File: config.mk
export PLATFORM = sky130hd
export DESIGN_NAME = div_iter_flat
export DESIGN_NICKNAME = d
export VERILOG_FILES = /design/src/rtl/div_iter_pkg.sv /design/src/rtl/div_iter_if.sv /design/src/rtl/div_iter_step.sv /design/src/rtl/div_iter.sv /design/src/flat_wrapper.sv
export SDC_FILE = /design/constraint.sdc
export NUM_CORES = 1
export LEC_CHECK = 0
export ABC_AREA = 0
export CAP_MARGIN = 20
export CORE_MARGIN = 2
export CORE_UTILIZATION = 62
export DETAILED_ROUTE_END_ITERATION = 16
export PLACE_DENSITY = 0.84
export SYNTH_ARGS = -nofsm -noshare
export SYNTH_HDL_FRONTEND = slang
export SYNTH_SLANG_ARGS = --single-unit
File: constraint.sdc
create_clock -name clk -period 10.26 [get_ports clk]
set_input_delay 1.539 -clock clk [delete_from_list [all_inputs] [get_ports clk]]
set_output_delay 1.539 -clock clk [all_outputs]
set_load 0.05 [all_outputs]
File: src/rtl/div_iter_pkg.sv
// Shared execute-stage definitions for the iterative divider: operand width,
// FSM state encoding and the ALU op codes the decoder uses to request a divide.
package div_iter_pkg;

    localparam int DATA_W = 32;
    localparam int CNT_W  = $clog2(DATA_W);

    typedef enum logic [1:0] {
        DIV_IDLE   = 2'd0,
        DIV_BYZERO = 2'd1,
        DIV_BUSY   = 2'd2,
        DIV_DONE   = 2'd3
    } div_state_t;

    // ALU op codes (SPECIAL funct field) that map onto start_i/signed_i.
    localparam logic [5:0] ALU_DIV  = 6'h1A;
    localparam logic [5:0] ALU_DIVU = 6'h1B;

    // Decoder helper: the signed flag that accompanies a divide op.
    function automatic logic div_op_signed(input logic [5:0] op);
        return (op == ALU_DIV);
    endfunction

endpackage

File: src/rtl/div_iter_if.sv
// Request/result bundle between the E-stage decode and the divider.
// Handshake: the requester raises start_i with operands and holds it (and the
// operands) while stall_o is high; ready_o marks result_o valid, and the
// request is retired by dropping start_i for at least one cycle.
interface div_iter_if;
    import div_iter_pkg::*;

    logic                  start_i;
    logic                  signed_i;
    logic [DATA_W-1:0]     opa_i;
    logic [DATA_W-1:0]     opb_i;
    logic                  annul_i;
    logic [2*DATA_W-1:0]   result_o;
    logic                  ready_o;
    logic                  stall_o;
    div_state_t            state_o;

    modport master (
        output start_i, signed_i, opa_i, opb_i, annul_i,
        input  result_o, ready_o, stall_o, state_o
    );

    modport slave (
        input  start_i, signed_i, opa_i, opb_i, annul_i,
        output result_o, ready_o, stall_o, state_o
    );
endinterface

File: src/rtl/div_iter_step.sv
// One restoring-division iteration: shift {rem, quo} left by one, trial-subtract
// the divisor from the widened remainder and restore on borrow.
module div_iter_step
    import div_iter_pkg::*;
(
    input  logic [DATA_W-1:0] i_rem,
    input  logic [DATA_W-1:0] i_quo,
    input  logic [DATA_W-1:0] i_div,
    output logic [DATA_W-1:0] o_rem,
    output logic [DATA_W-1:0] o_quo
);
    logic [DATA_W:0] w_shift;
    logic [DATA_W:0] w_diff;

    // The remainder stays below the divisor, so bit DATA_W of the difference
    // is a clean borrow flag even when the shifted value exceeds DATA_W bits.
    assign w_shift = {i_rem, i_quo[DATA_W-1]};
    assign w_diff  = w_shift - {1'b0, i_div};

    // Keep the difference when it is non-negative, otherwise restore.
    always_comb begin
        o_rem = w_shift[DATA_W-1:0];
        o_quo = {i_quo[DATA_W-2:0], 1'b0};
        if (!w_diff[DATA_W]) begin
            o_rem = w_diff[DATA_W-1:0];
            o_quo = {i_quo[DATA_W-2:0], 1'b1};
        end
    end
endmodule

File: src/rtl/div_iter.sv
// Multi-cycle radix-2 restoring divider for DIV/DIVU. Works on unsigned
// magnitudes for DATA_W iterations and applies the operand signs when the
// result is registered. Also produces the E-stage divide stall.
module div_iter
    import div_iter_pkg::*;
(
    input  logic        clk,
    input  logic        resetn,
    div_iter_if.slave   bus
);
    div_state_t            r_state;
    logic [CNT_W-1:0]      r_cnt;
    logic [DATA_W-1:0]     r_rem;
    logic [DATA_W-1:0]     r_quo;
    logic [DATA_W-1:0]     r_div;
    logic                  r_qneg;
    logic                  r_rneg;
    logic [2*DATA_W-1:0]   r_result;
    logic                  r_ready;

    logic [DATA_W-1:0]     w_rem_nxt;
    logic [DATA_W-1:0]     w_quo_nxt;
    logic [DATA_W-1:0]     w_mag_a;
    logic [DATA_W-1:0]     w_mag_b;

    // Magnitudes of the operands; DIVU passes them through untouched.
    assign w_mag_a = (bus.signed_i && bus.opa_i[DATA_W-1]) ? -bus.opa_i : bus.opa_i;
    assign w_mag_b = (bus.signed_i && bus.opb_i[DATA_W-1]) ? -bus.opb_i : bus.opb_i;

    div_iter_step u_step (
        .i_rem (r_rem),
        .i_quo (r_quo),
        .i_div (r_div),
        .o_rem (w_rem_nxt),
        .o_quo (w_quo_nxt)
    );

    // Divider FSM: operand capture, iteration, sign fix-up and result hold.
    always_ff @(posedge clk) begin
        if (!resetn) begin
            r_state  <= DIV_IDLE;
            r_cnt    <= '0;
            r_rem    <= '0;
            r_quo    <= '0;
            r_div    <= '0;
            r_qneg   <= 1'b0;
            r_rneg   <= 1'b0;
            r_result <= '0;
            r_ready  <= 1'b0;
        end else begin
            case (r_state)
                DIV_IDLE: begin
                    r_ready <= 1'b0;
                    if (bus.start_i && !bus.annul_i) begin
                        if (bus.opb_i == '0) begin
                            r_state <= DIV_BYZERO;
                        end else begin
                            r_state <= DIV_BUSY;
                            r_cnt   <= '0;
                            r_rem   <= '0;
                            r_quo   <= w_mag_a;
                            r_div   <= w_mag_b;
                            r_qneg  <= bus.signed_i & (bus.opa_i[DATA_W-1] ^ bus.opb_i[DATA_W-1]);
                            r_rneg  <= bus.signed_i & bus.opa_i[DATA_W-1];
                        end
                    end
                end
                DIV_BYZERO: begin
                    if (bus.annul_i) begin
                        r_state <= DIV_IDLE;
                    end else begin
                        r_state  <= DIV_DONE;
                        r_result <= '0;
                        r_ready  <= 1'b1;
                    end
                end
                DIV_BUSY: begin
                    if (bus.annul_i) begin
                        r_state <= DIV_IDLE;
                    end else begin
                        r_rem <= w_rem_nxt;
                        r_quo <= w_quo_nxt;
                        r_cnt <= r_cnt + 1'b1;
                        if (r_cnt == CNT_W'(DATA_W - 1)) begin
                            r_state  <= DIV_DONE;
                            r_ready  <= 1'b1;
                            r_result <= {(r_rneg ? -w_rem_nxt : w_rem_nxt),
                                         (r_qneg ? -w_quo_nxt : w_quo_nxt)};
                        end
                    end
                end
                DIV_DONE: begin
                    // Hold the result while E is stalled by something else.
                    if (bus.annul_i || !bus.start_i) begin
                        r_state  <= DIV_IDLE;
                        r_ready  <= 1'b0;
                        r_result <= '0;
                    end
                end
                default: begin
                    r_state <= DIV_IDLE;
                    r_ready <= 1'b0;
                end
            endcase
        end
    end

    assign bus.result_o = r_result;
    assign bus.ready_o  = r_ready;
    assign bus.stall_o  = bus.start_i & ~r_ready;
    assign bus.state_o  = r_state;

endmodule

File: src/flat_wrapper.sv
// flat-port wrapper written by rule: the top's interface ports become plain ports
module div_iter_flat import div_iter_pkg::*;
  (clk, resetn, bus_start_i, bus_signed_i, bus_opa_i, bus_opb_i, bus_annul_i, bus_result_o, bus_ready_o, bus_stall_o, bus_state_o);
  div_iter_if bus_i ();
  input  logic clk;
  input  logic resetn;
  input wire logic [$bits(bus_i.start_i)-1:0] bus_start_i;
  input wire logic [$bits(bus_i.signed_i)-1:0] bus_signed_i;
  input wire logic [$bits(bus_i.opa_i)-1:0] bus_opa_i;
  input wire logic [$bits(bus_i.opb_i)-1:0] bus_opb_i;
  input wire logic [$bits(bus_i.annul_i)-1:0] bus_annul_i;
  output wire logic [$bits(bus_i.result_o)-1:0] bus_result_o;
  output wire logic [$bits(bus_i.ready_o)-1:0] bus_ready_o;
  output wire logic [$bits(bus_i.stall_o)-1:0] bus_stall_o;
  output wire logic [$bits(bus_i.state_o)-1:0] bus_state_o;
  assign bus_i.start_i = bus_start_i;
  assign bus_i.signed_i = bus_signed_i;
  assign bus_i.opa_i = bus_opa_i;
  assign bus_i.opb_i = bus_opb_i;
  assign bus_i.annul_i = bus_annul_i;
  assign bus_result_o = bus_i.result_o;
  assign bus_ready_o = bus_i.ready_o;
  assign bus_stall_o = bus_i.stall_o;
  assign bus_state_o = bus_i.state_o;
  div_iter u_core (.clk(clk), .resetn(resetn), .bus(bus_i));
endmodule
==> key figures <==
STA
  • Max_slew headroom: 29.9%
  • Min Tclk post-route: approximately 6.2 ns
  • Final WS setup: approximately 4 ns
  • Worst-Margin Slew: about 1.0 ns
  • Final hold vios: 0
  • Max Fclk: between 150 and 200 MHz
  • Max-slew violations: 0
  • Layout Skew: 0.0147 ns
  • Final worst-path cycle share: just over 60%
  • RSZ-0062 raised after global routing: no
  • Final setup fails: 0
  • Setup TNS: 0 ns

Pwr
  • Sequential Power Share: about 29%
  • Sw frac: 44.7%
  • Clock share of power: between 20% and 30%
  • Final Power: around 0.0027 W
  • Pwr/cell area: a little under 200 nW/µm²
  • Leakage: around 5.2 nW
  • Worst vdd ir: around 0.00021 V
  • Sw power: 0.00119 W
  • Comb pwr share: 46.6%
  • Pint: roughly 0.0015 W

Hold path
  • Worst Hold Path EP: u_core.bus.result_o[62]
  • WHS Path Cells: 2
  • HP Class: reg2reg
  • Start point of the worst min-delay path: u_core.bus.result_o[62]

Clock tree
  • Clk sinks: 170
  • Worst-path clk slew: 0.07 ns
  • # hold bufs at CTS: 0
  • Clk_lat worst skew: 0.44 ns
  • CTS-repair resized insts: 0
  • H-tree levels: 4
  • Post-CTS Setup Inserts: 0
  • Clk root buf: clkbuf_16
  • CTS tree: yes
  • Total CTS buffers: 17
  • Clock Path Buffers: 2

GRT
  • Largest net degree at the start of global routing: 90
  • Grt ovf: 0
  • Global-route wire length before repair: 60,200 µm
  • Overall global routing resource usage: 37.7%
  • Vias in the first global route: approximately 11k
  • Initial antenna violation count: 0

Setup path
  • Startpoint types: flip-flop
  • Buffer and inverter count on the worst path: 4
  • CP Max Fanout: 41
  • Worst EP required: about 11 ns
  • Critical path's slowest cell: o311ai_4
  • Arr. time, crit path: 6.57 ns
  • Top cell by count, worst path: inv_1
  • RR Startpoint: u_core.r_quo[31]
  • Critical path depth: 23
  • Slowest stage delay, CP: between 0.8 and 0.9 ns
  • Reg2Reg Depth: 23
  • Endpoint type of the worst setup path: flip-flop
  • CP delay by family, top: compound AO/OA/AOI/OAI gates
  • Worst r2r dst: u_core.bus.result_o[52]
  • Crit-path cells: inv_1, ha_1, inv_1, fa_1, a211oi_1, o211ai_1, nand3_1, a21oi_4, o311ai_4, nor2_4, inv_2, nor2_1, a21oi_1, ha_1, inv_1, nor4b_1, nand2b_1, nor2_1, mux2i_1, o31ai_1, o21ai_0, xor2_1, o21ai_0
  • Reg2Reg Setup Slack: ~4.0 ns
  • Critical path class: reg2reg

Job
  • Max cap viols: 0

Synth
  • Synthesized cell area: between 10,000 and 15,000 µm²
  • Synth Warn #: 0
  • Synth cell types: 81
  • Synth Area per Inst: 7.59 µm²
  • Async SR Flop Fraction: 0%
  • Post-Syn Instances: ~1.6k
  • Post-synthesis sequential area ratio: roughly 29%
  • Dominant synthesized flop cell: dfxtp_1
  • Register bit total from synthesis: 170
  • Mapped Nets: between 1.5k and 2k
  • Number of synthesized flops with an enable pin: 0

Routing
  • Post-DR vias/cell: approximately 6.5
  • DRC viols: 0
  • Total wire length: 38,100 µm
  • DRT Pass-1 Iters: 6
  • Number of routed nets with antenna violations: 0
  • DR vias: 12.2k
  • WL/cell: 20.3 µm
  • Starting DRT DRC Count: roughly 1.4k

Floorplanning
  • Die extent in x: 142 µm
  • Initial core utilization: 63.2%
  • Core area: 18,700 µm²
  • Die Span Y: ~140 µm
  • Std cell rows: 50
  • Die area: about 20,000 µm²
  • Io pins: approximately 140

Placement
  • Worst slack at placement: approximately 4.3 ns
  • Final RePlAce weighted congestion: 0.958
  • Placed cell count: around 1.8k
  • Port buffer count: around 140
  • Detail Placement HPWL: around 28,000 µm

Cells and area
  • Multi-input combinational cell area: approximately 7900 µm²
  • Share of cells above drive strength 1: roughly 4.4%
  • Nets@finish: 1,743
  • Diode count: 0
  • Layout filler cell count: around 1.5k
  • Area growth, synth to finish: 16.7%
  • Final Non-Filler Cells: approximately 1.9k
  • Register area: around 3400 µm²

Status
  • Status: complete, no violations
-- flip-flops by register name, summed over array words and instances, names as in the netlist --
| signal | flops |
|---|---|
| u_core.r_rneg | 1 |
| u_core.r_quo | 32 |
| u_core.r_rem | 32 |
| u_core.bus.ready_o | 1 |
| u_core.r_div | 32 |
| u_core.bus.result_o | 64 |
| u_core.r_cnt | 5 |
| u_core.r_qneg | 1 |
| u_core.bus.state_o | 2 |
-- kinds of logic after synthesis --
family	share of synthesized area [%]
simple gates	22.6
xor+xnor	10.5
compound gates	26.2
flops	28.8
buf+inv	4.81
mux	2.44
fa+ha+maj	4.72
-- synth_stat cells (40+ instances only) --
cell type  count  share of area (%)
a211oi_1      45                2.9
a21oi_1      105                4.4
a22oi_1       40                2.5
clkbuf_1      76                2.4
dfxtp_1      170                 29
ha_1          43                4.6
inv_1         51                1.6
nand2_1      155                4.9
nor2_1       189                6.0
o21ai_0      102                4.3
xnor2_1       74                5.5
xor2_1        67                5.0
-- final cells by class --
class | instances | area share, %
Tap cell | 234 | 2.12
Multi-Input combinational cell | 1241 | 57.0
Clock inverter | 13 | 0.980
Clock buffer | 19 | 3.21
Timing Repair Buffer | 147 | 10.5
Inverter | 53 | 1.46
Sequential cell | 170 | 24.7
-- cell usage in the layout (no fill, tap or decap), types with 18 or more instances in the layout --
master             n
xor2_1            67
a22oi_1           40
o21ai_0          102
a221oi_1          22
nand3_1           37
mux2i_1           22
clkdlybuf4s50_1  136
a21oi_1          105
a211oi_1          45
inv_1             51
or4_1             18
nand2_1          155
xnor2_1           74
and3_1            28
ha_1              43
dfxtp_1          170
nor2_1           188
nor3_1            31
-- routing by layer --
layer	global-route usage, %	part of all wire, %
met5	0	0
met4	11.3	2.7
met3	8.14	9.6
met2	58.3	44
met1	53.0	44
-- worst max-delay path by stage --
stage / start / to
global placement: u_core.r_quo[31] / u_core.bus.result_o[52]
global route: u_core.r_quo[31] / u_core.bus.result_o[52]
floorplan: u_core.r_quo[31] / u_core.bus.result_o[62]
finish: u_core.r_quo[31] / u_core.bus.result_o[52]
CTS: u_core.r_quo[31] / u_core.bus.result_o[52]
detailed placement: u_core.r_quo[31] / u_core.bus.result_o[52]
-- per-stage QoR --
stage	utilization, %	area (µm²)	hold WS [ns]
final	73.7	13800	0.453
after global routing	73.7	13800	0.483
after CTS	73.6	13800	0.450
after detailed placement	70.6	13200	0.443
after global placement	70.6	13200	0.436
after floorplan	-	11800	0.432
-- tightest hold or removal path: cells and delay by family, from the launching register on --
| family | cells | cell delay (ns) |
|---|---|---|
| flops | 1 | 0.31 |
| simple gates | 1 | 0.05 |
| compound gates | 1 | 0.05 |
-- power by group through the flow --
stage / clock network, W / logic [W] / registers (W)
after floorplan: 0 / 0.000851 / 0.000800
after global placement: 0 / 0.00118 / 0.000784
after detailed placement: 0 / 0.00119 / 0.000788
after CTS: 0.000643 / 0.00120 / 0.000774
after global routing: 0.000672 / 0.00134 / 0.000782
final: 0.000644 / 0.00124 / 0.000777
(Power assumes the default switching activity.)
